`src/rtl/light_mode_fsm.sv`:
```
// ---------------------------------------------------------------------------
// light_mode_fsm
// Lamp brightness mode controller. Consumes single-cycle button strobes,
// steps OFF -> LOW -> MID -> HIGH -> OFF, drives a PWM lamp output and
// forces the lamp OFF after a programmable idle time in any on-mode.
// ---------------------------------------------------------------------------
module light_mode_fsm #(
    parameter int unsigned PWM_PERIOD      = 100,
    parameter int unsigned DUTY_LOW        = 25,
    parameter int unsigned DUTY_MID        = 50,
    parameter logic [31:0] AUTO_OFF_CYCLES = 32'd500_000_000
) (
    input  logic       i_clk,
    input  logic       i_reset_n,
    input  logic       i_btn_next,
    input  logic       i_btn_off,
    output logic [1:0] o_mode,
    output logic       o_on,
    output logic       o_pwm,
    output logic       o_timeout
);

    // PWM counter spans 0..PWM_PERIOD-1; keep at least one bit
    localparam int unsigned     CNT_W       = (PWM_PERIOD > 1) ? $clog2(PWM_PERIOD) : 1;
    localparam logic [CNT_W-1:0] CNT_MAX    = CNT_W'(PWM_PERIOD - 1);
    localparam logic [31:0]     IDLE_MAX    = 32'hFFFF_FFFF;
    // Idle count at which auto-off fires (only meaningful when enabled)
    localparam logic [31:0]     FIRE_AT     = AUTO_OFF_CYCLES - 32'd1;
    localparam logic            AUTO_OFF_EN = (AUTO_OFF_CYCLES != 32'd0);

    typedef enum logic [1:0] {
        ST_OFF  = 2'd0,
        ST_LOW  = 2'd1,
        ST_MID  = 2'd2,
        ST_HIGH = 2'd3
    } state_t;

    // High cycles per PWM period for a given mode; HIGH means always on
    function automatic logic [31:0] duty_of(input state_t st);
        logic [31:0] d;
        case (st)
            ST_OFF:  d = 32'd0;
            ST_LOW:  d = 32'(DUTY_LOW);
            ST_MID:  d = 32'(DUTY_MID);
            ST_HIGH: d = 32'(PWM_PERIOD);
            default: d = 32'd0;
        endcase
        return d;
    endfunction

    // Mode advance order with wrap back to OFF
    function automatic state_t advance(input state_t st);
        state_t n;
        case (st)
            ST_OFF:  n = ST_LOW;
            ST_LOW:  n = ST_MID;
            ST_MID:  n = ST_HIGH;
            ST_HIGH: n = ST_OFF;
            default: n = ST_OFF;
        endcase
        return n;
    endfunction

    state_t           r_state;
    logic [CNT_W-1:0] r_pwm_cnt;
    logic [31:0]      r_idle_cnt;
    logic             r_on;
    logic             r_pwm;
    logic             r_timeout;

    logic             w_strobe;
    logic             w_fire;
    state_t           w_next_state;
    logic             w_state_chg;
    logic [CNT_W-1:0] w_pwm_cnt_next;
    logic [31:0]      w_idle_next;
    logic             w_pwm_next;

    // Next-state, counter and PWM decisions from pre-edge state and strobes
    always_comb begin
        w_strobe       = i_btn_next | i_btn_off;
        w_fire         = 1'b0;
        w_next_state   = r_state;
        w_state_chg    = 1'b0;
        w_pwm_cnt_next = '0;
        w_idle_next    = 32'd0;
        w_pwm_next     = 1'b0;

        // Auto-off fires only in an on-mode with no strobe on this edge
        if (AUTO_OFF_EN && (r_state != ST_OFF) && !w_strobe && (r_idle_cnt == FIRE_AT)) begin
            w_fire = 1'b1;
        end else begin
            w_fire = 1'b0;
        end

        // Off strobe wins over next; a strobe also cancels a pending timeout
        if (i_btn_off) begin
            w_next_state = ST_OFF;
        end else if (i_btn_next) begin
            w_next_state = advance(r_state);
        end else if (w_fire) begin
            w_next_state = ST_OFF;
        end else begin
            w_next_state = r_state;
        end

        w_state_chg = (w_next_state != r_state);

        // A mode change restarts the PWM period so the new duty starts clean
        if (w_state_chg) begin
            w_pwm_cnt_next = '0;
        end else if (r_pwm_cnt == CNT_MAX) begin
            w_pwm_cnt_next = '0;
        end else begin
            w_pwm_cnt_next = r_pwm_cnt + 1'b1;
        end

        // Idle time only accumulates while lit and undisturbed
        if (w_strobe || (r_state == ST_OFF)) begin
            w_idle_next = 32'd0;
        end else if (r_idle_cnt == IDLE_MAX) begin
            w_idle_next = r_idle_cnt;
        end else begin
            w_idle_next = r_idle_cnt + 32'd1;
        end

        // Compare in 32 bits so duty == PWM_PERIOD never overflows the counter width
        w_pwm_next = ({{(32 - CNT_W){1'b0}}, r_pwm_cnt} < duty_of(r_state));
    end

    // Mode FSM with registered outputs, counters and timeout pulse
    always_ff @(posedge i_clk or negedge i_reset_n) begin
        if (!i_reset_n) begin
            r_state    <= ST_OFF;
            r_pwm_cnt  <= '0;
            r_idle_cnt <= 32'd0;
            r_on       <= 1'b0;
            r_pwm      <= 1'b0;
            r_timeout  <= 1'b0;
        end else begin
            r_state    <= w_next_state;
            r_pwm_cnt  <= w_pwm_cnt_next;
            r_idle_cnt <= w_idle_next;
            r_on       <= (w_next_state != ST_OFF);
            r_pwm      <= w_pwm_next;
            r_timeout  <= w_fire;
        end
    end

    assign o_mode    = r_state;
    assign o_on      = r_on;
    assign o_pwm     = r_pwm;
    assign o_timeout = r_timeout;

endmodule

```
`config.mk`:
```
export PLATFORM = sky130hd
export DESIGN_NAME = light_mode_fsm
export DESIGN_NICKNAME = d
export VERILOG_FILES = /design/src/rtl/light_mode_fsm.sv
export SDC_FILE = /design/constraint.sdc
export NUM_CORES = 1
export LEC_CHECK = 0
export CELL_PAD_IN_SITES_DETAIL_PLACEMENT = 0
export CELL_PAD_IN_SITES_GLOBAL_PLACEMENT = 1
export CORE_MARGIN = 1
export CORE_UTILIZATION = 40
export CTS_BUF_LIST = sky130_fd_sc_hd__clkbuf_16
export CTS_CLUSTER_SIZE = 10
export DETAILED_ROUTE_END_ITERATION = 10
export PLACE_DENSITY = 0.67
export SLEW_MARGIN = 20
export SYNTH_ARGS = -nofsm -noshare
export SYNTH_HDL_FRONTEND = slang
export SYNTH_SLANG_ARGS = --single-unit
```
`constraint.sdc`:
```
create_clock -name i_clk -period 2.8 [get_ports i_clk]
set_input_delay 0.28 -clock i_clk [delete_from_list [all_inputs] [get_ports i_clk]]
set_output_delay 0.28 -clock i_clk [all_outputs]
set_load 0.01 [all_outputs]
```
# Word level (Yosys, flattened, before mapping)
# Index checks and enable logic that the tools add are counted.
# totals
word_cells	35
reg_bits	44
in_bits	4
# op_classes
add_sub_neg	2
reduce_logical	7
bitwise	1
order_cmp	1
n_mux	10
eq_ne	8
# ops
cell	n
$pmux 32 s4	1
$mux 32	2
$add 32x1->32 const B	1
$eq 32x29->1 const B	1
$eq 32x32->1 const B	1
$lt 7x32->1	1
$mux 7	2
$pmux 2 s4	1
$add 7x1->7 const B	1
$eq 7x7->1 const B	1
$mux 2	3
$eq 2x2->1 const B	2
$reduce_bool 2->1	2
$eq 2x1->1 const B	1
$logic_and 1x1->1	2
$logic_not 2->1	1
$ne 2x2->1	1
$ne 2x2->1 const B	1
$logic_not 1->1	1
$logic_or 1x1->1	1
$mux 1	1
$or 1x1->1	1

# Longest topological paths before layout
# Gate-level depths: netlist of the first run.
# depth
word_depth	10
ltp_mapped	8
mapped_depth_nobuf	8

# Least setup slack after synthesis of the first run
# Ideal clock, no wire load.
# synth_path
path_kind	register -> register
from	reg r_idle_cnt[10]
to	reg r_idle_cnt[12]
t_required_ns	2.722
path_stages_with_launch	8
arrival_ns	1.859
path_slack_ns	0.863
cell_sequence	dfrtp_1 and4_1 and4_1 clkbuf_1 and3_1 clkbuf_1 or4_1 a21oi_1
# synth_between
elab_chain_len	3
elab_cells_between_ends	5
# synth_rtl
item	line	rtl
from (decl)	66	logic [31:0] r_idle_cnt;
from (signal assigned)	143	r_idle_cnt <= w_idle_next;
$add 32x1->32	124	w_idle_next = r_idle_cnt + 32'd1;
$mux 32	121	end else if (r_idle_cnt == IDLE_MAX) begin
$mux 32	119	if (w_strobe || (r_state == ST_OFF)) begin
# Parallel ways exist; a longest one is shown, timed or not. The select of a mux whose other input is x is not followed.
# A chain may end at the register's enable or synchronous reset.

# Worst setup path after layout of the first run
# layout_path
from	reg r_idle_cnt[0]
to	reg r_idle_cnt[25]
# Same word-level chain as after synthesis.

==> results of run 1 <==
-- critical path, cell delays in order, from the launching register on --
cell and delay (ps):
dfrtp_1 410, ha_1 260, nand3_1 150, nor4_1 70, buf_4 170, a31o_2 390
or4b_1 540, a21oi_1 160
-- cells in the final DEF, fill, tap and decap left out, drive strengths merged, types with 6 or more instances in the layout --
cell / count
inv: 9
nor4: 8
nand2b: 6
o21ai: 14
a21oi: 24
nand4: 11
nor2: 25
nand3: 13
xnor2: 10
or3: 11
ha: 12
clkdlybuf4s50: 7
dfrtp: 44
buf: 8
nand2: 22
-- kinds of logic after synthesis --
kind of cell             after synthesis
multiplexers                           4
buffers and inverters                 22
XOR/XNOR                              13
AO/OA/AOI/OAI                         63
flip-flops                            44
adder cells (fa/ha/maj)               12
AND/OR/NAND/NOR                      128
-- synthesized netlist by cell type, types with 4 or more instances --
cell type	count	area [sq um]
nor3_1	4	20.0
or4_1	5	37.5
clkbuf_1	11	41.3
o21ai_0	14	70.1
inv_1	9	33.8
xnor2_1	10	87.6
or3_1	11	68.8
a31oi_1	5	31.3
mux2i_1	4	40.0
nand2b_1	6	37.5
ha_1	12	150
and2_1	4	25.0
a21oi_1	24	120
o31ai_1	5	37.5
nor4_1	8	50.1
nand4_1	11	68.8
nor2_1	25	93.8
and3_1	4	25.0
dfrtp_1	44	1100
a21o_1	4	30.0
nand3_1	13	65.1
nand2_1	22	82.6
-- per-layer routing --
| layer | track usage | routed length (um) |
|---|---|---|
| met5 | 0 | 0 |
| met4 | 0.0439 | 41 |
| met3 | 0.0330 | 172 |
| met2 | 0.321 | 2730 |
| met1 | 0.281 | 3010 |
-- power groups by stage --
| stage | sequential (mW) | clock [mW] | combinational, mW |
|---|---|---|---|
| 6_report | 0.688 | 0.533 | 0.179 |
| 5_1_grt | 0.691 | 0.568 | 0.212 |
| 4_1_cts | 0.688 | 0.552 | 0.183 |
| 3_5_place_dp | 0.699 | 0 | 0.181 |
| 3_3_place_gp | 0.698 | 0 | 0.180 |
| 2_1_floorplan | 0.699 | 0 | 0.108 |
-- area by class of cell --
| type | count | area (sq um) | area share |
|---|---|---|---|
| Tap cell | 75 | 93.8 | 0.0327 |
| Inverter | 9 | 33.8 | 0.0118 |
| Clock buffer | 5 | 125 | 0.0436 |
| Multi-Input combinational cell | 220 | 1390 | 0.484 |
| Sequential cell | 44 | 1100 | 0.383 |
| Timing Repair Buffer | 15 | 128 | 0.0444 |
-- per-stage QoR --
stage                     instances  instance area [sq um]
after floorplan                 286                   2580
after global placement          363                   2750
after detailed placement        363                   2750
after CTS                       368                   2870
after global routing            368                   2870
final                           368                   2870
-- flip-flops by register name (all words and copies together), names as in the netlist --
name / cells
r_idle_cnt: 32
r_pwm_cnt: 7
o_pwm: 1
o_on: 1
o_mode: 2
o_timeout: 1
-- final timing paths --
path / start / to / slack, ps
max: r_idle_cnt[0] / r_idle_cnt[25] / 560
min: i_reset_n / o_on / 10
max reg2reg: r_idle_cnt[0] / r_idle_cnt[25] / 560
min in group i_clk: r_pwm_cnt[0] / r_pwm_cnt[0] / 500
min reg2reg: r_pwm_cnt[0] / r_pwm_cnt[0] / 500
max in group asynchronous: i_reset_n / r_pwm_cnt[1] / 2090
==> impl_metrics.json, run 1 <==
{
  "ir_worst_vdd_uv": 232,
  "slew_headroom": 0.582,
  "post-place-ws_ps": 565,
  "synth_nets": 302,
  "final_layout_size_suffix_gt1_frac": 0.0580,
  "synth-seq-cells": 44,
  "switching_share": 0.242,
  "clk_pin_slew_worst_paths_ps": 60,
  "cts_buffers": 5,
  "maxCapViolCount": 0,
  "endpoint_kind": "flip-flop",
  "htree_levels": 2,
  "p_clk_frac": 0.381,
  "die_width_um": 82.4,
  "cts_root_buf": "clkbuf_16",
  "synth_cells": 286,
  "area_delta_synth_final_pct": 11.2,
  "worst_hold_slack_ps": 14.2,
  "ios": 9,
  "synth.distinct_cells": 42,
  "routed_via_density": 5.80,
  "arrival_ps": 2440,
  "num_rows": 28,
  "synth-simple-area-share": 0.274,
  "p_leak_nw": 1.11,
  "muxShareOfSynthArea": 0.0155,
  "ys_warn_count": 0,
  "path_class": "flip-flop to flip-flop",
  "cts_tree": "yes",
  "hold_viol": 0,
  "placement.io_buffers": 8,
  "timing.final.ws_setup_ps": 559,
  "synth_area_per_cell_sq_um": 9.03,
  "fp.coreArea_sq_um": 6060,
  "slew_viol_final": 0,
  "route.vias.total": 2134,
  "antenna_found_initial": 0,
  "worst_setup_path_start_kind": "flip-flop",
  "skew_ps": 3.64,
  "grt_pass1_vias": 2011,
  "synth_edf_count": 0,
  "fill_cells": 604,
  "rsz0062_at_grt": "false",
  "synth_adder_area_share": 0.0581,
  "route.detailed.drc": 0,
  "dp_hpwl_mm": 4.27,
  "cts_resized": 0,
  "utilization": 0.474,
  "setup_violations": 0,
  "fin_setup_tns_ps": 0,
  "fin_nets": 311,
  "dieHeight_um": 82.4,
  "drtAntennaViolNets": 0,
  "finalCritPeriodShare": 0.800,
  "start_util": 0.426,
  "die-area_sq_um": 6780,
  "worstRegToRegCells": 7,
  "clk_latency_ps": 280,
  "synth-seq-area-share": 0.426,
  "synth_area_sq_um": 2580,
  "seqPwrFrac": 0.492,
  "cts_buffer_depth": 2,
  "finalPower_mw": 1.40,
  "drt_iter0_markers": 140,
  "timing.fmax_mhz": 446,
  "grt_max_degree": 29,
  "wirelength_mm": 5.95,
  "grt-ovfl-total": 0,
  "synth_xor_xnor_area_share": 0.0441,
  "post_cts_buffers": 0,
  "grtUsageTotal": 0.200,
  "async_reset_ff_frac": 1.00,
  "status": "complete, no violations",
  "synth_compound_area_frac": 0.147,
  "combPwrFrac": 0.128,
  "worstMarginPinSlew_ps": 627,
  "cts.sinks": 44,
  "finalCriticalPeriod_ps": 2240,
  "dr.pass1.iters": 6,
  "netSwitchingPower_mw": 0.338,
  "hp-class": "input port to async pin",
  "required_ps": 3000,
  "num_antenna_cells": 0,
  "synth_top_family_by_area": "simple AND/OR/NAND/NOR gates",
  "crit_fanout": 21,
  "grt_pass1_wl_mm": 10.2,
  "cts_hold_buf": 0,
  "internal_power_mw": 1.06,
  "p_per_area_nw_per_um2": 487,
  "place.gp.congestion": 0.723,
  "wire_per_inst_um": 16.2,
  "synthFlopType": "dfrtp_1"
}
No activity file was read; power rests on OpenSTA's default activity.
==> run 2: changes to the inputs <==
==> constraint.sdc (replaced) <==
create_clock -name i_clk -period 2.2 [get_ports i_clk]
set_input_delay 0.22 -clock i_clk [delete_from_list [all_inputs] [get_ports i_clk]]
set_output_delay 0.22 -clock i_clk [all_outputs]
set_load 0.01 [all_outputs]
==> run 2 against run 1 <==
Effect of this change:
- hold slack better by 440 ps
- final area is 6.2% higher
- global-route usage shrank 0.26 points
- clock power is 31% higher
- critical path type unchanged
- critical endpoint is now r_idle_cnt[22]
- largest power group unchanged
==> impl_metrics.json, run 2 (synthesis results as in run 1) <==
{
  "fin_area_sq_um": 3050,
  "p_per_area_nw_per_um2": 595,
  "fin_setup_tns_ps": 0,
  "layout.cells.non_filler": 387,
  "utilization": 0.503,
  "finalCritPeriodShare": 0.921,
  "grt_pass1_wl_mm": 10.0,
  "ir_worst_vdd_uv": 271,
  "dieHeight_um": 82.4,
  "die_width_um": 82.4,
  "required_ps": 2400,
  "num_antenna_cells": 0,
  "hold_viol": 0,
  "wire_per_inst_um": 15.9,
  "arrival_ps": 2230,
  "largest-register": "r_idle_cnt",
  "clk_pin_slew_worst_paths_ps": 60,
  "slew_headroom": 0.646,
  "grt_max_degree": 29,
  "post_cts_buffers": 0,
  "ios": 9,
  "area_delta_synth_final_pct": 18.1,
  "rsz0062_at_grt": "false",
  "cts_tree": "yes",
  "dpl-instance-area_sq_um": 2870,
  "skew_ps": 4.99,
  "r2r-end": "r_idle_cnt[22]",
  "grt-ovfl-total": 0,
  "path_class": "flip-flop to flip-flop",
  "timing.fmax_mhz": 494,
  "placement.io_buffers": 8,
  "cts_root_buf": "clkbuf_16",
  "worstPathCellList": "and4_4 -> nand4_1 -> buf_4 -> a211o_1 -> or4_1 -> a21oi_1",
  "fin_nets": 327,
  "rrSetupSlack_ps": 170,
  "cp-startpoint": "r_idle_cnt[5]",
  "start_util": 0.426,
  "die-area_sq_um": 6780,
  "cts_buffer_depth": 2,
  "cts.sinks": 44,
  "p_leak_nw": 1.21,
  "cts_buffers": 5,
  "cp_slowest_stage_delay_ps": 420,
  "routed_via_density": 5.58,
  "num_rows": 28,
  "drtAntennaViolNets": 0,
  "grtUsageTotal": 0.197,
  "route.vias.total": 2160,
  "place.gp.congestion": 0.798,
  "reg2reg_from": "r_idle_cnt[5]",
  "htree_levels": 2,
  "grt_pass1_vias": 2015,
  "slew_viol_final": 0,
  "finalPower_mw": 1.81,
  "hp-class": "input port to async pin",
  "maxCapViolCount": 0,
  "final_common_cell": "dfrtp_1",
  "dp_hpwl_mm": 4.34,
  "post-place-ws_ps": 43.2,
  "worstRegToRegCells": 6,
  "final_cell_mix": "dfrtp_1, nor2_1, a21oi_1, nand2_1, buf_4",
  "worst_setup_path_start_kind": "flip-flop",
  "setup_violations": 0,
  "final_layout_size_suffix_gt1_frac": 0.119,
  "place_inst": 377,
  "endpoint_kind": "flip-flop",
  "worstMarginPinSlew_ps": 530,
  "crit_path_top_delay_cell": "or4_1",
  "timing.final.ws_setup_ps": 174,
  "antenna_found_initial": 0,
  "finalCriticalPeriod_ps": 2030,
  "status": "complete, no violations",
  "largest_reg_flops": 32,
  "fp.coreArea_sq_um": 6060,
  "drt_iter0_markers": 157,
  "dr.pass1.iters": 4,
  "wirelength_mm": 6.16,
  "clk_latency_ps": 280,
  "crit_fanout": 10,
  "worst_hold_slack_ps": 458,
  "route.detailed.drc": 0
}
[run 2: cell count changes in the layout (fill, tap and decap cells not counted), moves of 2 or more]
cell / delta
buf_4: +13
nor4b_1: -2
nor4b_2: +2
inv_1: +2
[run 2: timing repair]
| action | in CTS | in global routing |
|---|---|---|
| hold buffers | 1 | 0 |
| endpoints found under the setup margin | 0 | 18 |
| resized for setup | 0 | 6 |
| endpoints found under the hold margin | 20 | 0 |
[run 2: area by class of cell]
class	count	area [sq um]
Clock buffer	5	125
Clock inverter	3	11.3
Fill cell	597	3010
Inverter	9	33.8
Multi-Input combinational cell	221	1430
Sequential cell	44	1100
Tap cell	75	93.8
Timing Repair Buffer	30	255
[run 2: per-layer routing]
metal	routed length [um]	share of wire	global-route usage	vias to the layer above
met4	29	0.0047	0.0491	0
met1	3410	0.55	0.302	1016
met2	2590	0.42	0.288	32
met3	124	0.020	0.0264	4
li1	-	-	-	1108
met5	0	0	0	-
[run 2: critical path, delay by kind of cell, from the launching register on]
family | cells | cell delay [ps]
AO/OA/AOI/OAI | 2 | 490
buffers and inverters | 1 | 220
AND/OR/NAND/NOR | 3 | 840
flip-flops | 1 | 390
[run 2: power by group]
group          switching, mW  total (mW)  internal (mW)
clock network          0.291       0.700          0.409
logic                  0.130       0.244          0.114
registers             0.0275       0.871          0.843
[run 2: worst max-delay path by stage]
stage	endpoint	cells past startpoint
final	r_idle_cnt[22]	6
after global routing	r_pwm_cnt[6]	7
after CTS	r_idle_cnt[25]	7
after detailed placement	r_idle_cnt[25]	7
after global placement	r_idle_cnt[21]	7
after floorplan	r_idle_cnt[12]	7
==> patch 1 (settings of run 2) <==
The parameter `PWM_PERIOD` goes from 100 to 150.
--- a/src/rtl/light_mode_fsm.sv
+++ b/src/rtl/light_mode_fsm.sv
@@ -5,7 +5,7 @@
 // forces the lamp OFF after a programmable idle time in any on-mode.
 // ---------------------------------------------------------------------------
 module light_mode_fsm #(
-    parameter int unsigned PWM_PERIOD      = 100,
+    parameter int unsigned PWM_PERIOD      = 150,
     parameter int unsigned DUTY_LOW        = 25,
     parameter int unsigned DUTY_MID        = 50,
     parameter logic [31:0] AUTO_OFF_CYCLES = 32'd500_000_000
Function: no difference found for any inputs over 10 cycles, from zero or initial values and one cycle with i_reset_n low; that may be too few to reach the edited logic, so the function may still have changed.
==> patch 1 against run 2 <==
- worst setup slack worse by 18 ps
- non-clock buffer count is 7 higher
- sequential cell count is 1 higher
- utilization down 0.71 points
- die area increased by 10%
- clock power rose by 20%
- wire length grew 18%
- sequential power increased by 3.2%
- area after synthesis increased by 10%
- global-route usage up 1.4 points
- synthesized cell count rose by 11%
- power is 9.6% higher
- design area grew 11%
- clock skew about the same
==> patch 1: results (changes against run 2) <==
metric	value	unit	change
synth unique cells	52		was 42
status	complete, no violations		unchanged
wire length per cell	16.3	um	was 15.9 um
CP delay by family, top	simple AND/OR/NAND/NOR gates		unchanged
max reg flops	32		unchanged
LEAKAGE	1.35	nW	was 1.21 nW
post-DP HPWL	5210	um	was 4340 um
CTS root buf	clkbuf_16		unchanged
Final nets	366		was 327
CTS Buf Count	5		unchanged
vias in the first global route	2385		was 2,015
Max-slew headroom	61.5	%	was 64.6%
H-tree depth	2		unchanged
most frequent cells after synthesis	45 x dfrtp_1, 27 x nand2_1, 22 x a21oi_1, 22 x nand4_1, 20 x nor2_1		was 44 x dfrtp_1, 25 x nor2_1, 24 x a21oi_1
Max FO, Critical Path	6		was 10
CP max stage cell	or4b_2		was or4_1
Port Buf Inserts	8		unchanged
DRT iter0 DRCs	122		was 157
Vias	2530		was 2,160
initial antenna violation count	0		unchanged
CP peak stage delay	660	ps	was 420 ps
GRT Resource Usage Total	21.1	%	was 19.7%
CP Data Arrival Time	2220	ps	
Synth Warn #	0		unchanged
r2r worst-path depth	7		was 6
routability cong.	0.874		was 0.798
ys async rst share	100	%	unchanged
Worst-path clk slew	60	ps	about the same
Top reg by flops	r_idle_cnt		unchanged
top post-synthesis cells by area	dfrtp_1 39%, ha_1 6.1%, nand4_1 4.8%		was dfrtp_1 43%, ha_1 5.8%, a21oi_1 4.6%
Max VDD drop	0.000420	V	was 0.000271 V
layout cells sized above 1	15.8	%	was 11.9%
syn nets	335		was 302
# fillers	660		was 597
Clock Skews	5.14	ps	was 4.99 ps
global-route wire length before repair	12200	um	was 10,000 um
sequential-to-total area share from yosys stat	39.5	%	was 42.6%
pin count of the biggest net entering global routing	46		was 29
-- patch 1: cell count changes in the layout (fill, tap and decap cells not counted), sizes merged, moves of 4 or more --
cell           run 2  this run
nand4             11        24
buf               22        30
a2111o             0         7
xnor2             10         3
nand2             22        27
nor2              25        20
nor3               4         9
o21ai             14        19
a21oi             24        28
inv               11        15
-- patch 1: final cells by class --
class / instances / area, um2 / area share [%]
Clock buffer: 5 / 125 / 3.69
Clock inverter: 3 / 37.5 / 1.11
Inverter: 14 / 52.6 / 1.55
Multi-Input combinational cell: 245 / 1620 / 47.8
Sequential cell: 45 / 1130 / 33.3
Tap cell: 96 / 120 / 3.54
Timing Repair Buffer: 37 / 305 / 9.01
-- patch 1: path summary, 6_finish.rpt --
path	endpoint	slack, ps	startpoint
worst min register to register	r_pwm_cnt[0]$_DFF_PN0_	540	r_pwm_cnt[0]$_DFF_PN0_
min in group i_clk	r_pwm_cnt[0]$_DFF_PN0_	540	r_pwm_cnt[0]$_DFF_PN0_
max in group asynchronous	r_idle_cnt[3]$_DFFE_PN0P_	1760	i_reset_n
worst min-delay path	r_idle_cnt[19]$_DFFE_PN0P_	10	i_reset_n
worst max-delay path	r_pwm_cnt[2]$_DFF_PN0_	160	r_idle_cnt[12]$_DFFE_PN0P_
worst max register to register	r_pwm_cnt[2]$_DFF_PN0_	160	r_idle_cnt[12]$_DFFE_PN0P_
-- patch 1: what timing repair did --
| action | 4_1_cts | 5_1_grt |
|---|---|---|
| resized for setup | 0 | 4 |
| hold buffers | 0 | 0 |
| endpoints found under the setup margin | 0 | 19 |
| setup buffers | 0 | 1 |
-- patch 1: routing by layer --
metal / share of wire (%) / wire length (um) / track usage (%) / vias up
met2: 45 / 3230 / 32.6 / 37
met1: 51 / 3690 / 30.7 / 1226
met4: 0.69 / 50 / 5.91 / 0
met3: 3.7 / 265 / 3.24 / 5
met5: 0 / 0 / 0 / -
li1: - / - / - / 1262
-- patch 1: metrics by stage --
step,hold slack [ps],worst slack [ps],instance area [um2],total power [mW],cells
after global placement,347,106,3210,1.16,436
after floorplan,-75.6,172,2850,1.06,317
final,13.7,156,3390,1.99,445
after detailed placement,346,114,3210,1.16,436
after global routing,74.3,3.44,3390,2.09,445
after CTS,44.5,90.2,3370,2.01,444
-- patch 1: kinds of logic (layout without fill, tap and decap cells) --
logic type	count (synthesis)	count (layout)	synth area share, %
AND/OR/NAND/NOR	142	142	28.3
AO/OA/AOI/OAI	78	78	18.3
flip-flops	45	45	39.5
buffers and inverters	27	59	4.30
adder cells (fa/ha/maj)	14	14	6.14
XOR/XNOR	8	8	2.46
multiplexers	3	3	1.05
-- patch 1: where the power goes --
group | switching [mW] | internal [mW]
clock | 0.311 | 0.528
combinational | 0.135 | 0.116
sequential | 0.0368 | 0.862
==> patch 2 (settings of run 2) <==
Made on the original files. Make the reset (`i_reset_n`) synchronous in one clocked block.
--- a/src/rtl/light_mode_fsm.sv
+++ b/src/rtl/light_mode_fsm.sv
@@ -129,7 +129,7 @@
     end
 
     // Mode FSM with registered outputs, counters and timeout pulse
-    always_ff @(posedge i_clk or negedge i_reset_n) begin
+    always_ff @(posedge i_clk) begin
         if (!i_reset_n) begin
             r_state    <= ST_OFF;
             r_pwm_cnt  <= '0;
Behaviour: differs if i_reset_n is asserted again (counterexample within 4 cycles, from zero or initial values and one cycle with i_reset_n low); with i_reset_n held inactive, the same outputs for 10 cycles.
==> patch 2 against run 2 <==
- worst setup slack improved by 66 ps
- critical endpoint is now r_idle_cnt[30]$_SDFFE_PP0P_
- die area decreased by 9.7%
- final cell count fell by 3.6%
- design area shrank 11%
- utilization down 1.4 points
- largest cell class unchanged
- wire length is 17% lower
- area after synthesis decreased by 10%
- sequential cell count unchanged
Power is not compared: it rests on default switching activity, and its combinational part moved more than twofold at a synthesized area within 25%.
==> patch 2: results (changes against run 2) <==
metric	value	unit	change
layout cells sized above 1	9.63	%	was 11.9%
mux contribution to synthesized area	0	%	was 1.55%
most frequent cells after synthesis	44 x dfxtp_1, 32 x nor2_1, 25 x nand2_1		was 44 x dfrtp_1, 25 x nor2_1, 24 x a21oi_1
GRT Resource Usage Total	18.2	%	was 19.7%
routability cong.	0.775		was 0.798
sequential-to-total area share from yosys stat	37.9	%	was 42.6%
comb_multi_in	217		was 221
multi-input gate share of total cell area	50.6	%	was 46.9%
DRT iter0 DRCs	139		was 157
CP Data Arrival Time	2190	ps	was 2230 ps
Post-DP Area	2570	um2	was 2870 um2
Synth Area in XOR/XNOR	8.28	%	was 4.41%
R2R setup slack	240	ps	was 170 ps
non-clock buffer count	24		was 30
Post-Synth Adder-Cell Area	6.46	%	was 5.81%
status	complete, no violations		unchanged
Final nets	316		was 327
top post-synthesis cells by area	dfxtp_1 38%, ha_1 6.5%, xnor2_1 6.4%		was dfrtp_1 43%, ha_1 5.8%, a21oi_1 4.6%
global-route wire length before repair	8860	um	was 10,000 um
FF/Latch Area	881	um2	was 1100 um2
Synth Area in Compound Gates	13.0	%	was 14.7%
Worst-Margin Slew	437	ps	was 530 ps
pin count of the biggest net entering global routing	17		was 29
ys async rst share	0	%	was 100%
synth unique cells	41		was 42
Max FO, Critical Path	7		was 10
# fillers	552		was 597
CP peak stage delay	500	ps	was 420 ps
wire length per cell	13.7	um	was 15.9 um
vias in the first global route	1813		was 2,015
ClkCell Share	5.12	%	was 4.47%
area of the multi-input gates	1370	um2	was 1430 um2
buffering overhead	7.38	%	was 8.37%
invs w/o clock	8		was 9
Vias	1990		was 2,160
syn nets	294		was 302
Clock Skews	3.45	ps	was 4.99 ps
Hold Path Class	flop to flop		was input port to async pin
==> patch 2: cell count changes after synthesis, sizes merged, moves of 5 or more <==
cell / delta
clkbuf: -6
dfrtp: -44
dfxtp: +44
nor2: +7
nor4: -5
o211ai: +5
o31ai: -5
xnor2: +7
==> patch 2: worst paths after layout <==
check,start,depth (start not counted),to
setup reg to reg,r_idle_cnt[0]$_SDFFE_PP0P_,6,r_idle_cnt[30]$_SDFFE_PP0P_
hold reg to reg,r_pwm_cnt[0]$_SDFF_PP0_,1,r_pwm_cnt[0]$_SDFF_PP0_
setup / recovery,r_idle_cnt[0]$_SDFFE_PP0P_,6,r_idle_cnt[30]$_SDFFE_PP0P_
hold / removal,r_pwm_cnt[0]$_SDFF_PP0_,1,r_pwm_cnt[0]$_SDFF_PP0_
==> patch 2: stage by stage <==
stage | hold WS [ps] | instances | power [mW] | setup slack, ps
floorplan | 342 | 278 | 0.874 | 182
global placement | 450 | 365 | 0.909 | 241
detailed placement | 465 | 365 | 0.908 | 215
CTS | 480 | 373 | 1.62 | 220
global route | 502 | 373 | 1.66 | 59.5
finish | 464 | 373 | 1.60 | 240
==> patch 2: cells by family (layout without fill, tap and decap cells) <==
| kind of cell | Yosys count | count (layout) |
|---|---|---|
| fa+ha+maj | 12 | 12 |
| compound gates | 50 | 50 |
| flops | 44 | 44 |
| buf+inv | 17 | 40 |
| simple gates | 133 | 133 |
| xor+xnor | 22 | 22 |
==> patch 2: routing by layer <==
layer	wire (um)	share of wire, %	global-route usage (%)
met1	2840	55	28.0
met2	2140	42	25.4
met3	109	2.1	3.49
met4	29	0.57	5.19
met5	0	0	0
